--- src/rtl/param_seq_shifter.sv ---
// Multi-cycle universal shifter: LSL/LSR/ASR/ROR/ROL on a WIDTH-bit operand,
// up to STEP bits per cycle, with start/done handshake, busy flag and carry-out.
module param_seq_shifter #(
  parameter int WIDTH = 8,
  parameter int STEP  = 1,
  localparam int AMT_W = $clog2(WIDTH)
) (
  input  logic             clk,
  input  logic             rst,
  input  logic             start,
  input  logic [2:0]       ctrl,
  input  logic [AMT_W-1:0] shift_amt,
  input  logic [WIDTH-1:0] data_in,
  output logic [WIDTH-1:0] data_out,
  output logic             carry_out,
  output logic             busy,
  output logic             done
);

  typedef enum logic [1:0] {
    IDLE,
    SHIFT,
    DONE
  } state_e;

  typedef enum logic [2:0] {
    MODE_LSL = 3'd0,
    MODE_LSR = 3'd1,
    MODE_ASR = 3'd2,
    MODE_ROR = 3'd3,
    MODE_ROL = 3'd4
  } mode_e;

  localparam logic [AMT_W:0]   WIDTH_X = (AMT_W+1)'(WIDTH);
  localparam logic [AMT_W-1:0] STEP_X  = AMT_W'(STEP);

  state_e           state_q;
  mode_e            mode_q;
  logic [WIDTH-1:0] work_q;
  logic [AMT_W-1:0] remaining_q;
  logic             carry_q;

  logic [AMT_W-1:0] step_n;
  logic [AMT_W:0]   rot_n;
  logic [AMT_W-1:0] left_idx;
  logic [AMT_W-1:0] right_idx;
  logic [WIDTH-1:0] next_work;
  logic             next_carry;

  logic reserved;
  assign reserved = (ctrl > 3'd4);

  // One step of the datapath: shift by min(STEP, remaining). The carry tracks
  // the last bit leaving the word, which for rotates is also the bit that
  // lands in the result MSB (ROR) or LSB (ROL).
  always_comb begin
    // NOTE: every always_comb output gets a default first so no path leaves
    // it unassigned, which would otherwise infer a latch.
    next_work  = work_q;
    next_carry = carry_q;
    step_n     = (remaining_q < STEP_X) ? remaining_q : STEP_X;
    rot_n      = WIDTH_X - {1'b0, step_n};
    left_idx   = rot_n[AMT_W-1:0];
    right_idx  = step_n - AMT_W'(1);
    case (mode_q)
      MODE_LSL: begin
        next_work  = work_q << step_n;
        next_carry = work_q[left_idx];
      end
      MODE_LSR: begin
        next_work  = work_q >> step_n;
        next_carry = work_q[right_idx];
      end
      MODE_ASR: begin
        next_work  = $unsigned($signed(work_q) >>> step_n);
        next_carry = work_q[right_idx];
      end
      MODE_ROR: begin
        next_work  = (work_q >> step_n) | (work_q << rot_n);
        next_carry = work_q[right_idx];
      end
      MODE_ROL: begin
        next_work  = (work_q << step_n) | (work_q >> rot_n);
        next_carry = work_q[left_idx];
      end
      default: begin
        next_work  = work_q;
        next_carry = carry_q;
      end
    endcase
  end

  // Zero-distance and reserved requests enter SHIFT with nothing left to do,
  // so every request pays the same single capture cycle before DONE.
  // NOTE: state registers use non-blocking assignments so every flop samples
  // pre-edge values regardless of statement order.
  always_ff @(posedge clk) begin
    if (rst) begin
      state_q     <= IDLE;
      mode_q      <= MODE_LSL;
      work_q      <= '0;
      remaining_q <= '0;
      carry_q     <= 1'b0;
      data_out    <= '0;
      carry_out   <= 1'b0;
      busy        <= 1'b0;
      done        <= 1'b0;
    end else begin
      case (state_q)
        IDLE: begin
          done <= 1'b0;
          if (start) begin
            work_q      <= data_in;
            mode_q      <= reserved ? MODE_LSL : mode_e'(ctrl);
            remaining_q <= reserved ? '0 : shift_amt;
            carry_q     <= 1'b0;
            busy        <= 1'b1;
            state_q     <= SHIFT;
          end
        end
        SHIFT: begin
          if (remaining_q == '0) begin
            data_out  <= work_q;
            carry_out <= carry_q;
            done      <= 1'b1;
            state_q   <= DONE;
          end else begin
            work_q      <= next_work;
            carry_q     <= next_carry;
            remaining_q <= remaining_q - step_n;
          end
        end
        DONE: begin
          done    <= 1'b0;
          busy    <= 1'b0;
          state_q <= IDLE;
        end
        default: begin
          done    <= 1'b0;
          busy    <= 1'b0;
          state_q <= IDLE;
        end
      endcase
    end
  end

endmodule

--- config.mk ---
export PLATFORM = sky130hd
export DESIGN_NAME = param_seq_shifter
export DESIGN_NICKNAME = d
export VERILOG_FILES = /design/src/rtl/param_seq_shifter.sv
export SDC_FILE = /design/constraint.sdc
export NUM_CORES = 1
export LEC_CHECK = 0
export ABC_AREA = 1
export BUFFER_PORTS_ARGS = -buffer_cell sky130_fd_sc_hd__buf_2
export CAP_MARGIN = 40
export CORE_ASPECT_RATIO = 0.75
export CORE_MARGIN = 5
export CORE_UTILIZATION = 50
export CTS_CLUSTER_SIZE = 10
export DETAILED_ROUTE_END_ITERATION = 8
export GPL_ROUTABILITY_DRIVEN = 0
export PLACE_DENSITY = 0.78
export SLEW_MARGIN = 20
export SYNTH_ARGS = -nofsm -noshare
export SYNTH_HDL_FRONTEND = slang
export SYNTH_SLANG_ARGS = --single-unit
--- constraint.sdc ---
create_clock -name clk -period 2.43 [get_ports clk]
set_input_delay 0.486 -clock clk [delete_from_list [all_inputs] [get_ports clk]]
set_output_delay 0.486 -clock clk [all_outputs]
set_load 0.02 [all_outputs]
Yosys cells after proc, flatten, opt, wreduce, memory -nomap -nowiden
Cells that the tools add are included.
Operators by class
  $lt $le $gt $ge: 4
  div/mod/pow operators: 0
  multipliers: 0
  reductions and logical operators: 14
  add/sub/neg operators: 3
  shift operators: 5
  muxes and demuxes: 23
  equal/unequal tests: 10
  bitwise gates (word level): 3
Operator list (count)
  case mux 8 bit (5 select lines): 1
  two-way mux 8 bit: 2
  bitwise OR 8 bit: 2
  case mux 8 bit (2 select lines): 1
  two-way mux 3 bit: 5
  < comparator 3 x 4 -> 1 bit, second input constant: 2
  AND reduction 2 bit: 4
  AND reduction 4 bit: 2
  left shift 8 x 3 -> 8 bit: 1
  left shift 8 x 4 -> 8 bit: 1
  right shift 8 x 3 -> 8 bit: 1
  right shift 8 x 4 -> 8 bit: 1
  >>> shifter 8 x 3 -> 8 bit: 1
  binary-select mux 1 bit (select 3 bit): 2
  == test 3 x 2 -> 1 bit, second input constant: 2
  logical NOT 3 bit: 2
  != test 2 bit, second input constant: 3
  != test 6 x 1 -> 1 bit, second input constant: 1
  case mux 1 bit (2 select lines): 3
  case mux 3 bit (2 select lines): 1
  two-way mux 1 bit: 5
  two-way mux 2 bit: 2
  case mux 2 bit (2 select lines): 1
  OR reduction 2 bit: 2
  14 further kinds: 14
Storage, ports and cells
  output and inout port bits: 11
  word-level logic and storage cells: 71
  memory bits (read-only): 0
  flip-flop bits (word level): 28
  bits in latches: 0
  memories kept: 0
  memory bits (writable): 0
  bits of input ports: 17

Logic depth before layout (Yosys ltp)
  depth in word-level cells: 8
  gate-level depth with buffers: 15
  depth with buffers taken out: 14

Least setup slack after synthesis
OpenSTA, ideal clock, no wires.
  kind: flip-flop to flip-flop
  start point: register remaining_q[1]
  end point: register work_q[1]
  path buffers: 1
  stages on the path, launching flop included: 15
  library setup time: 70 ps
  arrival time: 1906 ps
  data required time: 2360 ps
  period minus slack after synthesis: 1975 ps
  slack: 455 ps
  cell sequence: dfxtp_1 -> nor2_4 -> nand2_4 -> buf_12 -> inv_4 -> ha_1 -> nor2_2 -> inv_1 -> nor2_1 -> inv_1 -> nand2_1 -> nand3_1 -> nand3_1 -> o21bai_1 -> a21oi_1
On the way
  word-level cells in the longest chain between the ends: 8
  elaborated cells on any way between the ends: 16
  classes of those cells: add/sub: 1; order compare: 1; eq/ne: 1; shift: 5; mux: 4; bitwise: 2; reduce/logical: 2
RTL lines
  from (decl): line 40  | logic [AMT_W-1:0] remaining_q;
  from (signal assigned): line 115  | remaining_q <= reserved ? '0 : shift_amt;
  from (signal assigned): line 130  | remaining_q <= remaining_q - step_n;
  < comparator 3 x 1 -> 1 bit: line 61  | step_n = (remaining_q < STEP_X) ? remaining_q : STEP_X;
  two-way mux 3 bit: line 61
  subtractor 4 x 3 -> 4 bit: line 62  | rot_n = WIDTH_X - {1'b0, step_n};
  right shift 8 x 4 -> 8 bit or left shift 8 x 4 -> 8 bit (tied branches): line 83, 79
  bitwise OR 8 bit, on equally long branches: line 83, 79
  case mux 8 bit (5 select lines): line 65  | case (mode_q)
  two-way mux 8 bit: line 122  | if (remaining_q == '0) begin
  case mux 8 bit (2 select lines): line 109  | case (state_q)
  to (signal assigned): line 113  | work_q <= data_in;
  to (signal assigned): line 128  | work_q <= next_work;
  to (decl): line 39  | logic [WIDTH-1:0] work_q;
Several ways; a longest one is shown, not always the timed one. The select of a mux whose other input is x is not followed.
A chain may end at the register's enable or synchronous reset.

Worst setup path after layout
Same ends and word-level chain as after synthesis.

==> reports/results.txt <==
Routed length per instance: 14.15 microns
Routed Wire Length: 5135 microns
Clock Path Buffers: 2
R2R cell count: 13
CTS root buffer: clkbuf_8
Mapped Area: 1839 sq um
Total power per unit cell area: 831.9 nW/um^2
CP endpoint: work_q[1]$_SDFFE_PP0P_
Period utilisation layout: 86.16%
Clk sink count: 28
Setup tns final: 0 ns
Arrival time worst endpoint: 2.32 ns
Leakage: 0.9665 nW
H-Tree Depth: 1
Fin Hold WS: 0.4796 ns
Hold Path Class: primary input to flip-flop
Tot GR Track Use: 21.19%
Initial drt markers: 253
VDD IR-drop max: 404.9 uV
Share of cells above drive strength 1: 18.97%
WP data required: 2.66 ns
Crit path max fanout: 7
Final Setup Violations: 0
Pin count of the biggest net entering global routing: 21
Critical path origin: remaining_q[1]$_SDFFE_PP0P_
First-pass GRT wire length: 8521 microns
Worst R2R Setup Slack: 0.34 ns
Worst slew pin tran: 0.5056 ns
Avg Cell Area, Syn: 6.431 sq um
Share of flip-flops with an asynchronous set or reset: 0%
Critical Path Start Type: flip-flop
Final non-filler cell total: 363
FF-to-FF End: work_q[1]$_SDFFE_PP0P_
EDFF count, synth: 0
Crit path capture type: flip-flop
PortBufs: 27
Max Fclk: 477.6 MHz
Slowest cell on crit path: dfxtp_1
Seq pwr share: 32.3%
Post-Syn Nets: 305
Placed Instances: 359
Initial antenna violation count: 0
Minimum clock period: 2.094 ns
Post-CTS Setup Bufs: 0
Status: completed
Initial Utilization: 50.90%
Vias: 2,083
Die area: 5004 sq um
Pint: 0.0009675 W
Antenna-violating nets left: 0
# nets final: 331
Endpoints failing hold: 0
WP buf/inv: 3
Max-capacitance violation count: 0
Most common cell after layout, fill and taps aside: nand2_1
Relative slew slack: 65.94%
CP delay by family, top: simple AND/OR/NAND/NOR gates
Most frequent cells in the layout: 58 x nand2_1, 39 x nand3_1, 31 x inv_1
Max incr delay on CP: 0.37 ns
Count of cell types in the netlist: 30
Clk slew on worst S/H paths: 0.11 ns
Chip Width: 80.04 microns
Skew-Pair Late Insertion Delay: 0.29 ns
CTS Buf Count: 3
GRT overflow: 0
Core ar.: 3613 sq um
Drt drc: 0
Sw power: 0.0007467 W
Dpl hpwl: 3834 microns
Worst R2R Start: remaining_q[1]$_SDFFE_PP0P_
TritonRoute pass-1 iters: 7
Post-Synthesis Cells: 286
CTS Hold Bufs: 0
RSZ-0062 raised after global routing: no
Total power: 0.001714 W
Crit-path cells: nor2_4, nand2_4, inv_4, ha_1, nor2_2, inv_1, nor2_1, inv_1, nand2_1, nand3_1, nand3_1, o21bai_1, a21oi_1
Switch share: 43.56%
Max Clock Skew: 0.01035 ns
Crit path depth: 13
Comb pwr share: 45.4%
Yosys reg bits: 28
P&R area growth vs syn: 12.04%
Setup CP Type: flip-flop to flip-flop
Die H: 62.53 microns
Io pins: 28
Cts repair resizes: 0
Fin. max-slew vios: 0
Clock tree from TritonCTS: yes
Most used DFF post-synth: dfxtp_1
Number of global-route vias before repair: 1,773
Vias per cell: 5.738
Rows: 19
ANT cells: 0
YS warnings: 0
Clock group share of total power: 22.3%
Register area share after synthesis: 30.48%
==> tightest hold or removal path: cells and delay by family <==
family | cells | cell delay, ns
compound gates | 1 | 0.08
buf+inv | 1 | 0.10
simple gates | 1 | 0.07
==> registers in the layout, summed over array words and instances (netlist names) <==
register     cells
busy             1
carry_out        1
carry_q          1
data_out         8
done             1
mode_q           3
remaining_q      3
state_q          2
work_q           8
==> cell families after synthesis <==
group           after synthesis  share of synthesized area [%]
flops                        28                          30.48
compound gates               65                          19.73
fa+ha+maj                     2                          1.360
simple gates                144                          36.53
buf+inv                      45                          11.22
xor+xnor                      1                         0.4763
other cells                   1                         0.2039
==> worst min-delay path by stage <==
stage                                       from                     endpoint  slack [ns]  cells past startpoint
after floorplan           work_q[4]$_SDFFE_PP0P_       work_q[4]$_SDFFE_PP0P_        0.44                      2
after CTS                           shift_amt[1]  remaining_q[1]$_SDFFE_PP0P_        0.48                      3
after global placement    work_q[5]$_SDFFE_PP0P_       work_q[5]$_SDFFE_PP0P_        0.45                      2
after detailed placement  work_q[5]$_SDFFE_PP0P_       work_q[5]$_SDFFE_PP0P_        0.47                      2
final                               shift_amt[1]  remaining_q[1]$_SDFFE_PP0P_        0.48                      3
after global routing                  data_in[0]       work_q[0]$_SDFFE_PP0P_        0.47                      3
==> stage by stage <==
step / util, % / setup slack [ns] / instance area (sq um)
3_5_place_dp: 55.06 / 0.3991 / 1989
3_3_place_gp: 55.06 / 0.4979 / 1989
4_1_cts: 57.03 / 0.3761 / 2061
5_1_grt: 57.03 / 0.09343 / 2061
6_report: 57.03 / 0.3364 / 2061
2_1_floorplan: - / 0.4547 / 1839
==> area by class of cell <==
type	count	area, sq um
Sequential cell	28	560.5
Timing Repair Buffer	29	150.1
Multi-Input combinational cell	213	1072
Tap cell	52	65.06
Fill cell	377	1553
Clock buffer	3	41.29
Clock inverter	1	30.03
Inverter	37	141.4
==> cells in the mapped netlist, types with 2 or more instances <==
library cell / instances / share of area (%)
nand2_1: 58 / 12
nand3_1: 39 / 11
inv_1: 31 / 6.3
dfxtp_1: 28 / 30
nor2_1: 25 / 5.1
a21oi_1: 23 / 6.3
o21ai_0: 22 / 6.0
o21ai_1: 7 / 1.9
inv_2: 5 / 1.0
a211oi_1: 4 / 1.6
nand2_2: 4 / 1.4
nand2_4: 4 / 2.4
nand4_1: 4 / 1.4
buf_2: 3 / 0.82
nor2_2: 3 / 1.0
or2_2: 3 / 1.0
a21oi_2: 2 / 0.95
a311oi_1: 2 / 0.95
a31oi_1: 2 / 0.68
buf_6: 2 / 1.2
clkbuf_1: 2 / 0.41
ha_1: 2 / 1.4
nor2_4: 2 / 1.2
nor3_1: 2 / 0.54
o21ai_2: 2 / 0.95
==> per-layer routing <==
layer,global-route usage (%),share of wire [%]
met5,0,0
met4,5.907,2.8
met3,5.187,12
met2,29.34,40
met1,31.99,45
==> power by group through the flow <==
stage / logic [W] / registers [W] / clock network [W]
after floorplan: 0.000582 / 0.000578 / 0
after global placement: 0.000743 / 0.000562 / 0
after detailed placement: 0.000737 / 0.000563 / 0
after CTS: 0.000751 / 0.000553 / 0.000389
after global routing: 0.000849 / 0.000562 / 0.000415
final: 0.000778 / 0.000554 / 0.000383
(Power assumes the default switching activity.)
